--- src/rtl/aes_tx_framer.sv ---
// Buffers 128-bit AES result blocks and sends each one as an 18-byte UART frame: tag, 16 data bytes MSB first, XOR checksum.
// First tx_flag comes 2 edges after the push into an idle, empty stage. blk_ready drops when the FIFO is full. Bytes are paced by tx_end, with a per-byte timeout.
module aes_tx_framer #(
   parameter int          DEPTH      = 2,
   parameter int          TX_TIMEOUT = 100_000,
   parameter logic [7:0]  TAG_CIPHER = 8'h43,
   parameter logic [7:0]  TAG_PLAIN  = 8'h50
) (
   input  logic         clk,
   input  logic         rst_n,
   input  logic         blk_valid,
   output logic         blk_ready,
   input  logic [127:0] blk_data,
   input  logic         blk_type,
   output logic [7:0]   tx_data,
   output logic         tx_flag,
   input  logic         tx_end,
   output logic         busy,
   output logic         frame_done,
   output logic         tx_err
);

   localparam int PW = (DEPTH > 1) ? $clog2(DEPTH) : 1;
   localparam int CW = $clog2(DEPTH + 1);
   localparam int TW = (TX_TIMEOUT > 1) ? $clog2(TX_TIMEOUT) : 1;
   localparam logic [PW-1:0] LAST_PTR = PW'(DEPTH - 1);
   localparam logic [CW-1:0] FULL     = CW'(DEPTH);
   localparam logic [TW-1:0] TMO_LAST = TW'(TX_TIMEOUT - 1);

   typedef enum logic [2:0] {IDLE, LOAD, SEND, WAIT, DONE} state_t;

   // Entry layout: bit 128 = type (1 = plain), bits 127:0 = data.
   logic [128:0]   mem [DEPTH];
   logic [PW-1:0]  wr_ptr;
   logic [PW-1:0]  rd_ptr;
   logic [CW-1:0]  count;
   logic           push;
   logic           pop;

   state_t         state;
   state_t         state_nxt;
   logic [127:0]   shreg;
   logic [7:0]     chk;
   logic [7:0]     head_chk;
   logic [4:0]     idx;
   logic [TW-1:0]  tmr;
   logic           expire;

   assign blk_ready = (count != FULL);
   assign push      = blk_valid && blk_ready;
   assign pop       = (state == LOAD);
   assign busy      = (state != IDLE);
   assign expire    = (state == WAIT) && !tx_end && (tmr == TMO_LAST);

   always_comb begin
      head_chk = '0;
      for (int i = 0; i < 16; i++) begin
         head_chk = head_chk ^ mem[rd_ptr][i*8 +: 8];
      end
   end

   always_ff @(posedge clk) begin
      if (push) begin
         mem[wr_ptr] <= {blk_type, blk_data};
      end
   end

   always_ff @(posedge clk) begin
      if (!rst_n) begin
         wr_ptr <= '0;
         rd_ptr <= '0;
         count  <= '0;
      end else begin
         if (push) begin
            wr_ptr <= (wr_ptr == LAST_PTR) ? '0 : wr_ptr + PW'(1);
         end
         if (pop) begin
            rd_ptr <= (rd_ptr == LAST_PTR) ? '0 : rd_ptr + PW'(1);
         end
         if (push && !pop) begin
            count <= count + CW'(1);
         end else if (pop && !push) begin
            count <= count - CW'(1);
         end
      end
   end

   always_ff @(posedge clk) begin
      if (!rst_n) begin
         state <= IDLE;
      end else begin
         state <= state_nxt;
      end
   end

   always_comb begin
      state_nxt = state;
      case (state)
         IDLE:    if (count != '0) state_nxt = LOAD;
         LOAD:    state_nxt = SEND;
         SEND:    state_nxt = WAIT;
         WAIT: begin
            // A completed byte wins over a timeout landing on the same edge.
            if (tx_end) begin
               state_nxt = (idx == 5'd17) ? DONE : SEND;
            end else if (tmr == TMO_LAST) begin
               state_nxt = IDLE;
            end
         end
         DONE:    state_nxt = IDLE;
         default: state_nxt = IDLE;
      endcase
   end

   // tx_data/tx_flag are registered, so the byte is chosen on the edge that enters SEND.
   always_ff @(posedge clk) begin
      if (!rst_n) begin
         shreg      <= '0;
         chk        <= '0;
         idx        <= '0;
         tmr        <= '0;
         tx_data    <= '0;
         tx_flag    <= 1'b0;
         frame_done <= 1'b0;
         tx_err     <= 1'b0;
      end else begin
         tx_flag    <= (state_nxt == SEND);
         frame_done <= (state_nxt == DONE);
         tx_err     <= expire;
         case (state)
            LOAD: begin
               shreg   <= mem[rd_ptr][127:0];
               chk     <= head_chk;
               idx     <= '0;
               tx_data <= mem[rd_ptr][128] ? TAG_PLAIN : TAG_CIPHER;
            end
            SEND: tmr <= '0;
            WAIT: begin
               if (tx_end) begin
                  if (idx != 5'd17) begin
                     idx <= idx + 5'd1;
                     if (idx == 5'd16) begin
                        tx_data <= chk;
                     end else begin
                        tx_data <= shreg[127:120];
                        shreg   <= {shreg[119:0], 8'h00};
                     end
                  end
               end else if (!expire) begin
                  tmr <= tmr + TW'(1);
               end
            end
            default: ;
         endcase
      end
   end

endmodule

--- config.mk ---
export PLATFORM = sky130hd
export DESIGN_NAME = aes_tx_framer
export DESIGN_NICKNAME = d
export VERILOG_FILES = /design/src/rtl/aes_tx_framer.sv
export SDC_FILE = /design/constraint.sdc
export NUM_CORES = 1
export LEC_CHECK = 0
export ABC_AREA = 0
export BUFFER_PORTS_ARGS = -buffer_cell sky130_fd_sc_hd__buf_2
export CAP_MARGIN = 0
export CORE_MARGIN = 2
export CORE_UTILIZATION = 55
export DETAILED_ROUTE_END_ITERATION = 6
export PLACE_DENSITY = 0.77
export SLEW_MARGIN = 20
export SYNTH_ARGS = -nofsm -noshare
export SYNTH_HDL_FRONTEND = slang
export SYNTH_SLANG_ARGS = --single-unit
--- constraint.sdc ---
create_clock -name clk -period 9.5 [get_ports clk]
set_clock_uncertainty 0.1 [all_clocks]
set_input_delay 0.95 -clock clk [delete_from_list [all_inputs] [get_ports clk]]
set_output_delay 0.95 -clock clk [all_outputs]
set_load 0.01 [all_outputs]
==> out/metrics.yaml <==
synth:
  netlist.area_leader.share_pct: 40.4
  synth_seq_area_share_pct: 58.9
  ys_async_sr_fraction_pct: 0
  synth_area_um2: 19200
  yosys.area.top_type: "edfxtp_1"
  synth_area_per_cell_um2: 12.2
  ys_ff_latch: 435
  synth.distinct_cells: 50
  synth_edf_count: 258
  synthTopCellsByArea: "edfxtp_1 40%, dfxtp_1 18%, mux2i_1 8.5%"
  synth_cells: 1575
  synth_nets: 1713
  synth_flop_cell: "edfxtp_1"
  ys_warn_count: 0
layout:
  nNetsFinal: 1816
  final_common_cell: "edfxtp_1"
  drive_above_1_share_pct: 15.0
  area_growth_pct: 12.9
  n_antenna_cell: 0
  mostFrequentLayoutCells: "258 x edfxtp_1, 176 x dfxtp_1, 167 x nor2_1"
setup_path:
  critPathMaxFanout: 247
  arrival_ps: 4110
  critPathCaptureType: "flip-flop"
  cp_common_cell: "buf_4"
  critPathKind: "flip-flop to flip-flop"
  crit_path_top_delay_cell: "buf_4"
  start_kind: "flip-flop"
  cpPeakStageDelay_ps: 900
  crit_chain: "nand3b_1 > buf_12 > nor3_4 > a21oi_4 > buf_4 > buf_4 > a211oi_1 > a21oi_1 > nor2b_1"
  cp.required_ps: 9840
detailed_routing:
  drtIter0Drc: 1002
  finalWirelength_um: 40700
  antenna_left: 0
  drt_first_pass_iters: 5
  viasPerCell: 5.57
  drc: 0
  vias: 12100
  wl_per_cell_um: 18.8
sta:
  clock.fmax_ghz: 0.265
  drv_slew: 0
  setup_violations: 0
  timing.setup.tns_ps: 0
  grt_setup_unrepaired: "false"
  tightest_slew_ps: 1270
  hold_viol: 0
  layout_min_cycle_time_ps: 3770
  slew_headroom_pct: 15.0
  finalCritPeriodShare_pct: 39.7
  final.setup.worst_slack_ps: 5730
floorplan:
  die_y_um: 191
  die_area_um2: 36400
  rows: 68
  core_um2: 34500
  initial_core_util_pct: 55.6
  die_x_um: 191
  ios: 146
grt:
  grt-ovfl-total: 0
  grt_max_degree: 248
  grt_pass1_vias: 11500
  antenna_found_initial: 1
  grt_pass1_wl_um: 62300
  gr-usage-all-layers_pct: 22.4
pwr:
  p_switching_mw: 2.21
  p_per_area_nw_per_um2: 309
  vdd_drop_max_mv: 0.187
  internal-power_mw: 4.48
  leakagePower_nw: 7.82
  p_clk_share_pct: 27.7
  netSwitchingFraction_pct: 33.1
  p_seq_share_pct: 39.2
  pwr-share-comb_pct: 33.2
flow_run:
  cap_violations: 0
cts:
  clock_latency_ps: 550
  h-tree-depth: 2
  path_clk_slew_ps: 60
  postCtsSetupBuffers: 0
  cts_tree: "yes"
  ctsRootBufferMaster: "clkbuf_16"
  cts-hold-fix-buffers: 0
  cts-buffers-inserted: 45
  cts_buffer_depth: 3
  cts_sinks: 435
  cts_resized: 0
place:
  port_buffers: 145
  place_ws_ps: 5600
  dp_hpwl_um: 26600
  gp_congestion: 0.830
hold_path:
  hp-class: "flip-flop to flip-flop"
outcome:
  status: "completed"
[logic make-up after synthesis]
group | after synthesis | synth area share, %
compound gates | 304 | 9.78
xor+xnor | 179 | 8.99
fa+ha+maj | 5 | 0.326
buf+inv | 109 | 2.91
flops | 435 | 58.9
mux | 170 | 8.93
simple gates | 373 | 10.2
[worst max-delay path, delay by kind of cell (launching register included)]
kind                   cells  cell delay, ps
AND/OR/NAND/NOR            3             380
AO/OA/AOI/OAI              3             510
buffers and inverters      3            2140
flip-flops                 1             450
[Yosys cell counts (7+ instances only)]
cell type / instances
dfxtp_1: 177
a211oi_1: 120
buf_2: 39
nor2_1: 168
mux2_2: 8
clkbuf_1: 47
nand2_1: 12
edfxtp_1: 258
nor2b_1: 137
o21ai_0: 15
inv_1: 10
xnor2_1: 67
a22oi_1: 11
nand3_1: 8
mux2i_1: 162
a21oi_1: 150
buf_6: 7
xnor3_1: 8
xor2_1: 98
[power groups by stage]
stage	Sequential (mW)	Clock (mW)	Combinational, mW
6_report	2.62	1.85	2.22
5_1_grt	2.66	1.96	2.40
4_1_cts	2.62	1.88	2.22
3_5_place_dp	2.65	0	2.20
3_3_place_gp	2.64	0	2.14
2_1_floorplan	2.58	0	1.78
[metrics by stage]
stage	utilization, %	total power, mW	hold WS (ps)	cells	area (um^2)
5_1_grt	62.8	7.02	389	2167	21700
3_3_place_gp	58.3	4.79	375	2086	20100
6_report	62.8	6.69	372	2167	21700
4_1_cts	62.8	6.72	377	2167	21700
2_1_floorplan	-	4.36	362	1575	19200
3_5_place_dp	58.3	4.86	366	2086	20100
[sequential cells by signal (all words and copies together) (netlist names), 2 cells and up, named ones only]
register,cells
shreg,128
tx_data,8
chk,8
tmr,17
mem,258
idx,5
state,3
count,2
[cell type report]
cell class	instances	area, um^2
well taps	455	569
clock buffers	55	1270
fillers	2668	12800
multi-input cells	1031	7340
inverters	10	37.5
repair buffers	155	828
flip-flops and latches	435	11300
clock inverters	26	314
[per-layer routing]
layer / global-route usage [%] / routed length, um / vias up
met5: 0 / 13 / -
met3: 4.77 / 2610 / 67
met1: 30.9 / 18000 / 5817
met2: 35.4 / 19000 / 339
li1: - / - / 5856
met4: 7.13 / 1100 / 2
[worst paths after layout]
| kind | from | to | slack (ps) | depth (start not counted) |
|---|---|---|---|---|
| hold reg to reg | tx_data[4]$_SDFFE_PN0P_ | tx_data[4]$_SDFFE_PN0P_ | 370 | 2 |
| hold / removal | tx_data[4]$_SDFFE_PN0P_ | tx_data[4]$_SDFFE_PN0P_ | 370 | 2 |
| setup reg to reg | state[2]$_SDFF_PN0_ | shreg[48]$_SDFFE_PN0P_ | 5730 | 9 |
| setup / recovery | state[2]$_SDFF_PN0_ | shreg[48]$_SDFFE_PN0P_ | 5730 | 9 |
No activity file was read; power rests on OpenSTA's default activity.
